### src/rtl/hall_pkg.sv
// -----------------------------------------------------------------------------
// hall_pkg
// Shared definitions for three-channel hall sensor handling, used by the
// decoder and by the hall output generator.
//   - hall_phase_e  : sensor phasing encoding (60 or 120 electrical degrees)
//   - FWD_60/FWD_120: forward next-state tables, 3 bits per code, code 0 in
//                     bits [2:0]; illegal codes map to themselves so they never
//                     match a legal step
//   - ILLEGAL_60/120: one bit per code, set for codes that cannot occur
//   - hall_fwd_next : table lookup for the forward successor of a code
//   - hall_illegal  : illegal-code test for the selected phasing
// -----------------------------------------------------------------------------
package hall_pkg;

    typedef enum logic {
        PHASE_60  = 1'b0,
        PHASE_120 = 1'b1
    } hall_phase_e;

    // Entries listed from code 7 down to code 0.
    // 60 deg forward: 000>100>110>111>011>001>000
    localparam logic [23:0] FWD_60  = {3'b011, 3'b111, 3'b101, 3'b110,
                                       3'b001, 3'b010, 3'b000, 3'b100};
    // 120 deg forward: 100>110>010>011>001>101>100
    localparam logic [23:0] FWD_120 = {3'b111, 3'b010, 3'b100, 3'b110,
                                       3'b001, 3'b011, 3'b101, 3'b000};

    localparam logic [7:0] ILLEGAL_60  = 8'b0010_0100;  // 010, 101
    localparam logic [7:0] ILLEGAL_120 = 8'b1000_0001;  // 000, 111

    function automatic logic [2:0] hall_fwd_next(input logic [2:0] code,
                                                 input logic       phase);
        logic [23:0] tbl;
        logic [4:0]  idx;
        if (phase == PHASE_120) begin
            tbl = FWD_120;
        end else begin
            tbl = FWD_60;
        end
        idx = {1'b0, code, 1'b0} + {2'b00, code};  // 3 * code
        return tbl[idx +: 3];
    endfunction

    function automatic logic hall_illegal(input logic [2:0] code,
                                          input logic       phase);
        logic [7:0] mask;
        if (phase == PHASE_120) begin
            mask = ILLEGAL_120;
        end else begin
            mask = ILLEGAL_60;
        end
        return mask[code];
    endfunction

endpackage

### src/rtl/hall_input_filter.sv
// -----------------------------------------------------------------------------
// hall_input_filter
// Two-flop synchronizers on the three hall inputs followed by a run-length
// debounce. A pattern is accepted once the synchronized value has been seen
// FILTER_LEN consecutive times and differs from the last accepted pattern
// (the very first pattern after reset is always accepted).
// Ports:
//   xclk     : system clock, rising edge
//   reset    : asynchronous active-low reset
//   hall_raw : asynchronous {A,B,C} hall inputs
//   pattern  : accepted pattern (new value already visible while change=1)
//   change   : one-cycle strobe, high in the cycle a new pattern is accepted
// -----------------------------------------------------------------------------
module hall_input_filter #(
    parameter int FILTER_LEN = 4
) (
    input  logic       xclk,
    input  logic       reset,
    input  logic [2:0] hall_raw,
    output logic [2:0] pattern,
    output logic       change
);

    localparam logic [3:0] FLEN = 4'(FILTER_LEN);

    logic [2:0] sync1_r;
    logic [2:0] sync2_r;
    logic [3:0] run_cnt_r;
    logic [2:0] accepted_r;
    logic       have_r;
    logic       accept_s;

    // Acceptance decision and presentation of the accepted pattern.
    always_comb begin
        accept_s = 1'b0;
        if ((run_cnt_r >= FLEN) && (!have_r || (sync2_r != accepted_r))) begin
            accept_s = 1'b1;
        end else begin
            accept_s = 1'b0;
        end
        pattern = accept_s ? sync2_r : accepted_r;
        change  = accept_s;
    end

    // Synchronizers, run-length counter and accepted-pattern register.
    // run_cnt_r counts how many consecutive samples sync2_r has held its
    // current value; it is computed from sync1_r so the count lines up with
    // the value sync2_r takes on the same edge.
    always_ff @(posedge xclk or negedge reset) begin
        if (!reset) begin
            sync1_r    <= 3'b000;
            sync2_r    <= 3'b000;
            run_cnt_r  <= 4'd0;
            accepted_r <= 3'b000;
            have_r     <= 1'b0;
        end else begin
            sync1_r <= hall_raw;
            sync2_r <= sync1_r;
            if (sync1_r != sync2_r) begin
                run_cnt_r <= 4'd1;
            end else if (run_cnt_r >= FLEN) begin
                run_cnt_r <= run_cnt_r;
            end else begin
                run_cnt_r <= run_cnt_r + 4'd1;
            end
            if (accept_s) begin
                accepted_r <= sync2_r;
                have_r     <= 1'b1;
            end else begin
                accepted_r <= accepted_r;
                have_r     <= have_r;
            end
        end
    end

endmodule

### src/rtl/di_hall_decode.sv
// -----------------------------------------------------------------------------
// di_hall_decode
// Decodes three hall sensor inputs into a commutation state, direction,
// signed position count, inter-edge period, sticky error and stall flag.
// Ports:
//   xclk, reset               : 75 MHz clock, asynchronous active-low reset
//   hall_a_in/b_in/c_in       : asynchronous hall inputs
//   hall_phase                : 0 = 60 deg, 1 = 120 deg sensor phasing
//   clr_err                   : synchronous clear of hall_error
//   hall_state                : accepted {A,B,C} pattern
//   hall_dir                  : 1 = forward (A>B>C), 0 = reverse
//   hall_period/period_valid  : cycles between last two valid steps + strobe
//   edge_count                : signed position count (wraps modulo 2^16)
//   hall_error                : sticky illegal pattern/sequence flag
//   stalled                   : no valid step within STALL_LIMIT cycles
// -----------------------------------------------------------------------------
module di_hall_decode
    import hall_pkg::*;
#(
    parameter int          FILTER_LEN  = 4,
    parameter logic [31:0] STALL_LIMIT = 32'd75_000_000
) (
    input  logic        xclk,
    input  logic        reset,
    input  logic        hall_a_in,
    input  logic        hall_b_in,
    input  logic        hall_c_in,
    input  logic        hall_phase,
    input  logic        clr_err,
    output logic [2:0]  hall_state,
    output logic        hall_dir,
    output logic [31:0] hall_period,
    output logic        period_valid,
    output logic [15:0] edge_count,
    output logic        hall_error,
    output logic        stalled
);

    logic [2:0]  pattern_s;
    logic        change_s;
    logic        illegal_s;
    logic        fwd_s;
    logic        rev_s;
    logic        valid_step_s;
    logic        err_event_s;
    logic [31:0] period_cnt_next_s;

    logic        primed_r;
    logic        armed_r;      // a valid step has been seen since reset/stall
    logic [31:0] period_cnt_r;

    hall_input_filter #(
        .FILTER_LEN (FILTER_LEN)
    ) u_filter (
        .xclk     (xclk),
        .reset    (reset),
        .hall_raw ({hall_a_in, hall_b_in, hall_c_in}),
        .pattern  (pattern_s),
        .change   (change_s)
    );

    // Classify the newly accepted pattern against the current state.
    always_comb begin
        illegal_s         = hall_illegal(pattern_s, hall_phase);
        fwd_s             = (hall_fwd_next(hall_state, hall_phase) == pattern_s);
        rev_s             = (hall_fwd_next(pattern_s, hall_phase) == hall_state);
        valid_step_s      = 1'b0;
        err_event_s       = 1'b0;
        if (!change_s) begin
            valid_step_s = 1'b0;
            err_event_s  = 1'b0;
        end else if (!primed_r) begin
            // First pattern after reset only primes the state.
            valid_step_s = 1'b0;
            err_event_s  = illegal_s;
        end else begin
            valid_step_s = !illegal_s && (fwd_s || rev_s);
            err_event_s  = illegal_s || !(fwd_s || rev_s);
        end
        if (period_cnt_r == 32'hFFFF_FFFF) begin
            period_cnt_next_s = period_cnt_r;
        end else begin
            period_cnt_next_s = period_cnt_r + 32'd1;
        end
    end

    // State, position, period, stall and error registers.
    always_ff @(posedge xclk or negedge reset) begin
        if (!reset) begin
            hall_state   <= 3'b000;
            hall_dir     <= 1'b0;
            hall_period  <= 32'd0;
            period_valid <= 1'b0;
            edge_count   <= 16'd0;
            hall_error   <= 1'b0;
            stalled      <= 1'b0;
            primed_r     <= 1'b0;
            armed_r      <= 1'b0;
            period_cnt_r <= 32'd0;
        end else begin
            if (change_s) begin
                hall_state <= pattern_s;
                primed_r   <= 1'b1;
            end else begin
                hall_state <= hall_state;
                primed_r   <= primed_r;
            end

            if (valid_step_s) begin
                hall_dir     <= fwd_s;
                edge_count   <= fwd_s ? (edge_count + 16'd1) : (edge_count - 16'd1);
                period_cnt_r <= 32'd1;
                stalled      <= 1'b0;
                armed_r      <= 1'b1;
                // No publish on the first step after reset or stall: the
                // count then does not span two real transitions.
                if (armed_r) begin
                    hall_period  <= period_cnt_r;
                    period_valid <= 1'b1;
                end else begin
                    hall_period  <= hall_period;
                    period_valid <= 1'b0;
                end
            end else begin
                hall_dir     <= hall_dir;
                edge_count   <= edge_count;
                period_cnt_r <= period_cnt_next_s;
                hall_period  <= hall_period;
                period_valid <= 1'b0;
                if (period_cnt_next_s >= STALL_LIMIT) begin
                    stalled <= 1'b1;
                    armed_r <= 1'b0;
                end else begin
                    stalled <= stalled;
                    armed_r <= armed_r;
                end
            end

            // A coincident error event wins over the clear.
            hall_error <= err_event_s | (hall_error & ~clr_err);
        end
    end

endmodule

### config.mk
export PLATFORM = sky130hd
export DESIGN_NAME = di_hall_decode
export DESIGN_NICKNAME = d
export VERILOG_FILES = /design/src/rtl/hall_pkg.sv /design/src/rtl/hall_input_filter.sv /design/src/rtl/di_hall_decode.sv
export SDC_FILE = /design/constraint.sdc
export NUM_CORES = 1
export LEC_CHECK = 0
export CORE_MARGIN = 8
export CORE_UTILIZATION = 51
export CTS_BUF_LIST = sky130_fd_sc_hd__clkbuf_4
export CTS_CLUSTER_SIZE = 24
export DETAILED_ROUTE_END_ITERATION = 7
export PLACE_DENSITY = 0.75
export SETUP_SLACK_MARGIN = 0.02
export SLEW_MARGIN = 20
export SYNTH_ARGS = -nofsm -noshare
export SYNTH_HDL_FRONTEND = slang
export SYNTH_SLANG_ARGS = --single-unit
### constraint.sdc
create_clock -name xclk -period 4.6 [get_ports xclk]
set_clock_uncertainty 0.05 [all_clocks]
set_input_delay 0.69 -clock xclk [delete_from_list [all_inputs] [get_ports xclk]]
set_output_delay 0.69 -clock xclk [all_outputs]
set_load 0.03 [all_outputs]
Word-level counts from Yosys, hierarchy flattened --
Index checks and enable logic that the tools add are counted.
Cells by class: $add $sub $neg 6, $lt $le $gt $ge 3, equality and inequality tests 6, shifts and indexed selects 2, multiplexer cells 21, bitwise gates (word level) 3, reduce and logical (&&, ||, !) cells 10
Operators by type and width (count):
- two-way mux 32 bit | 2
- variable part select 24 x 6 -> 3 bit | 2
- adder 32 x 1 -> 32 bit (second input constant) | 1
- equality test 32 bit (second input constant) | 1
- >= comparator 32 x 27 -> 1 bit (second input constant) | 1
- two-way mux 24 bit | 1
- adder 16 x 1 -> 16 bit (second input constant) | 1
- two-way mux 16 bit | 1
- subtractor 16 x 1 -> 16 bit (second input constant) | 1
- two-way mux 1 bit | 12
- adder 4 x 3 -> 5 bit | 2
- two-way mux 4 bit | 2
- two-way mux 8 bit | 1
- equality test 3 bit | 2
- != test 3 bit | 2
- adder 4 x 1 -> 4 bit (second input constant) | 1
- >= comparator 4 x 3 -> 1 bit (second input constant) | 1
- less-than comparator 3 x 4 -> 1 bit (second input constant) | 1
- binary-select mux 1 bit (select 3 bit) | 1
- logical NOT 1 bit | 3
- logical OR 1 bit | 3
- two-way mux 3 bit | 1
- logical AND 1 bit | 2
- != test 2 x 1 -> 1 bit (second input constant) | 1
- other kinds (5) | 5
Storage, ports and cells: register bits 102, input bits 7, output and inout port bits 55, logic and storage cells 65

Depth between registers and ports, before layout --
depth after elaboration 14, depth in mapped cells 20, gate-level depth less buffers 19

By module --
Synthesis repeated with hierarchy kept, for this count alone.
Unflattened totals: cells, all modules 635, area total of the unflattened synthesis 6541.3 µm²
By module, submodules not included:
- di_hall_decode | instances 1, cells each 599, area an instance 5975.7 µm², seq. area each 2227.1 µm²
- hall_input_filter | instances 1, cells each 36, area an instance 565.5 µm², seq. area each 350.3 µm²

Worst setup path after synthesis --
OpenSTA, ideal clock, no wires.
path kind register -> register, from register hall_state[0], to register edge_count[15], library setup time 133 ps, data arrival time 5002 ps, data required time 4417 ps, slack -585 ps, cell stages (with the launch flop) 21, buffers on the path 1, clock period less this slack 5185 ps, path through dfrtp_1 -> ha_1 -> inv_1 -> fa_1 -> clkbuf_1 -> nor2_1 -> nand2_1 -> a21oi_1 -> o31ai_1 -> xnor2_1 -> nand3_1 -> ha_1 -> a21oi_1 -> o211ai_1 -> o41ai_1 -> o21a_1 -> a21oi_1 -> a211oi_1 -> and3b_1 -> o21bai_1 -> xnor2_1
On the way: cells in the longest elaborated chain, start to end 7, elaborated cells between the ends (all ways) 9, those cells by class add/sub: 1; eq/ne: 2; shift: 1; mux: 3; reduce/logical: 2
Ends and longest elaborated chain:
- from (decl) | line di_hall_decode.sv:30 | output logic [2:0] hall_state,
- from (signal assigned) | line di_hall_decode.sv:102 | hall_state <= pattern_s;
- from (signal assigned) | line di_hall_decode.sv:105 | hall_state <= hall_state;
- adder 4 x 3 -> 5 bit | line hall_pkg.sv:40 | idx = {1'b0, code, 1'b0} + {2'b00, code};
- variable part select 24 x 6 -> 3 bit | line hall_pkg.sv:41 | return tbl[idx +: 3];
- equality test 3 bit | line di_hall_decode.sv:65 | fwd_s = (hall_fwd_next(hall_state, hall_phase) == pattern_s);
- logical OR 1 bit | line di_hall_decode.sv:77 | valid_step_s = !illegal_s && (fwd_s || rev_s);
- logical AND 1 bit | line di_hall_decode.sv:77
- two-way mux 1 bit | line di_hall_decode.sv:72 | end else if (!primed_r) begin
- two-way mux 1 bit | line di_hall_decode.sv:69 | if (!change_s) begin
- to (signal assigned) | line di_hall_decode.sv:111 | edge_count <= fwd_s ? (edge_count + 16'd1) : (edge_count - 16'd1);
- to (signal assigned) | line di_hall_decode.sv:126 | edge_count <= edge_count;
- to (decl) | line di_hall_decode.sv:34 | output logic [15:0] edge_count,
Several ways; a longest one is shown, not always the timed one. A chain may end at the register's enable or synchronous reset.

Worst setup path after layout --
from register hall_state[1], to register edge_count[11]
Same word-level chain as after synthesis.

==> out/metrics.cfg <==
[detailed_routing]
remaining_drc_errors=0
vias=4964
ant_nets=0
wl_mm=14.6
dr.pass1.iters=4
routed_via_density=5.60
wl_per_cell_um=16.4
drtIter0Drc=301

[clocking]
clk_pin_slew_ns=0.15
cts_sinks=102
cts_max_level=3
cts_hold_buf=0
clock_latency_ns=0.47
cts_tree=done
clk_path_buf_depth=2
numCtsBuffers=9
clk_root_buffer_cell=clkbuf_4

[sta]
holdWs_ns=0.102
period_needed_ns=4.49
hold_violations=0
tightest_slew_ns=0.732
max_freq_mhz=223
timing.slew.headroom_pct=51.1
finalWorstSetupSlack_ns=0.113
rsz0062_at_grt=yes
setup_viol=0
maxSlewViolCount=0
post-route-period-util_pct=97.6

[floorplanning]
initial_core_util_pct=51.7
coreArea_mm2=0.0125
die-area_mm2=0.0165
rows=41
io_pins=62
die_w_um=128
die_y_um=128

[place]
dp_slack_ns=-0.177
hpwl_mm=10.4
gp_congestion=0.868
port_buffers=61

[grt]
grt_overflow=0
grt_antenna_before_repair=1
grt_max_degree=79
grt_pass1_wl_mm=23.9
track_usage_pct=17.6
grt_pass1_vias=4984

[power_and_ir_drop]
p_seq_share_pct=23.1
p_sw_share_pct=42.5
comb_power_share_pct=66.7
p_clk_share_pct=10.2
intPower_uw=2880
p_per_area_mw_per_mm2=645
leakagePower_uw=0.00358
p_switching_uw=2130
vdd_drop_max_v=0.000336

[synth]
syn_nets=675
ys.flop_type=dfrtp_1
async_flop_share_pct=100
synth-warning-count=0
ys_seq_area_share_pct=39.6
netlist_instances=623
synth_cell_types=73
avgSynthCellArea_um2=10.3
syn_area_mm2=0.00644
synth_edf_count=0
ys_ff_latch=102

[final_layout]
n_fill_cell=1008
register_area_mm2=0.00255
drive_gt1_share_pct=20.7
area_growth_pct=20.7
multiInputGateArea_mm2=0.00379
final_util_pct=62.4
finalNetCount=761

[setup_path]
criticalPathCategory=reg -> reg
cp.required_ns=4.90
startpoint_type=flip-flop
cp.arrival_ns=4.79
critPathMaxFanout=9
critPathCaptureType=flip-flop

[min_path]
min_path_type=in -> async

[run_status]
outcome=finished, final reports clean

[flow_run]
cap_violations=0

[registers in the layout, indices dropped and copies added, names as in the netlist, 3 cells and up]
signal	count
hall_period	32
period_cnt_r	32
edge_count	16
u_filter.run_cnt_r	4
hall_state	3
u_filter.accepted_r	3
u_filter.sync1_r	3
u_filter.sync2_r	3
[synth_stat cells, drive strengths merged (3+ instances only)]
library cell / number / area (um2)
nor4: 5 / 31.3
mux2: 47 / 638
dfrtp: 102 / 2550
nand2b: 8 / 50.1
o2111ai: 3 / 26.3
xor2: 23 / 201
a22oi: 3 / 22.5
o211ai: 5 / 37.5
nor2: 54 / 203
nand4: 8 / 50.1
o21a: 4 / 30.0
o21bai: 5 / 37.5
clkbuf: 14 / 53.8
nand3: 27 / 135
nand2: 35 / 139
mux2i: 9 / 90.1
and3: 11 / 73.8
mux4: 3 / 67.6
a31oi: 6 / 37.5
nor2b: 7 / 43.8
o21ai: 20 / 100
inv: 20 / 75.1
buf: 16 / 97.6
o311a: 4 / 40.0
a21oi: 23 / 130
a21o: 4 / 30.0
or2: 6 / 37.5
ha: 42 / 526
fa: 3 / 60.1
a41oi: 3 / 26.3
nor3: 16 / 80.1
and2: 6 / 37.5
nand3b: 4 / 30.0
a211oi: 7 / 52.6
a31o: 3 / 26.3
or3: 5 / 31.3
nor3b: 5 / 42.5
and4: 3 / 26.3
xnor2: 33 / 289
[worst max-delay path: stages (launching register included)]
cell and delay [ns]:
dfrtp_2 0.47, ha_2 0.20, inv_1 0.08, fa_2 0.48, buf_4 0.17, buf_4 0.14, o211ai_1 0.12, a21oi_1 0.12
o31ai_1 0.29, xnor2_1 0.20, nand3_4 0.18, buf_4 0.22, ha_1 0.33, and3_1 0.22, a21oi_2 0.19, o21a_1 0.20
buf_4 0.13, nand2b_1 0.05, a21oi_1 0.18, xnor2_1 0.08, mux2_2 0.25
[layout by cell type (no fill, tap or decap), drive strengths merged, types with 21 or more instances in the layout]
cell and instances:
buf 45, xnor2 33, clkdlybuf4s50 60, dfrtp 102, xor2 23, nand2 35
nor2 54, inv 21, a21oi 23, ha 42, mux2 47, nand3 27
[layout make-up]
class                           instances  area share, %
Multi-Input combinational cell        471           48.8
Sequential cell                       102           32.8
Tap cell                              172           2.77
Timing Repair Buffer                  105           12.6
Antenna cell                            1         0.0322
Clock buffer                            9          0.869
Clock inverter                          7           1.11
Inverter                               20          0.965
[cell families after synthesis]
logic type | Yosys count | synth area share, %
flops | 102 | 39.6
fa+ha+maj | 45 | 9.09
buf+inv | 50 | 3.51
simple gates | 205 | 16.4
compound gates | 106 | 11.5
xor+xnor | 56 | 7.61
mux | 59 | 12.3
[timing repair]
action	4_1_cts	5_1_grt
resized for setup	1	27
pin swaps	0	11
setup buffers	0	11
endpoints found under the setup margin	2	80
[metal layers]
metal	track usage (%)	vias to the layer above	part of all wire, %	wire length (um)
li1	-	2388	-	-
met1	21.5	2448	43	6270
met2	30.4	106	51	7390
met3	4.39	22	4.6	666
met4	4.62	0	1.8	258
met5	0	-	0	0
[final timing paths]
kind                                                from                           endpoint  slack (ns)  cells after the start
setup reg to reg               hall_state[1]$_DFFE_PN0P_         edge_count[11]$_DFFE_PN0P_        0.11                     20
hold / removal                                     reset          period_cnt_r[9]$_DFF_PN0_        0.10                      1
hold reg to reg            u_filter.sync1_r[1]$_DFF_PN0_      u_filter.sync2_r[1]$_DFF_PN0_        0.38                      0
max in group asynchronous                          reset  u_filter.run_cnt_r[2]$_DFFE_PN0P_        3.67                      2
min in group xclk          u_filter.sync1_r[1]$_DFF_PN0_      u_filter.sync2_r[1]$_DFF_PN0_        0.38                      0
setup / recovery               hall_state[1]$_DFFE_PN0P_         edge_count[11]$_DFFE_PN0P_        0.11                     20
[power groups by stage]
stage / sequential [uW] / combinational (uW) / clock [uW]
floorplan: 1210 / 1990 / 0
global placement: 1160 / 2790 / 0
detailed placement: 1170 / 2920 / 0
CTS: 1150 / 2940 / 528
global route: 1180 / 3660 / 563
finish: 1160 / 3350 / 511
[metrics by stage]
step | TNS, ns | cells | cell area (um2) | power (uW)
after floorplan | 0 | 623 | 6470 | 3200
after global placement | -0.0370 | 858 | 7400 | 3960
after detailed placement | -0.435 | 858 | 7400 | 4090
after CTS | 0 | 874 | 7560 | 4620
after global routing | -0.354 | 887 | 7780 | 5410
final | 0 | 887 | 7780 | 5010
Note: power is estimated with default switching activity, not from simulation.
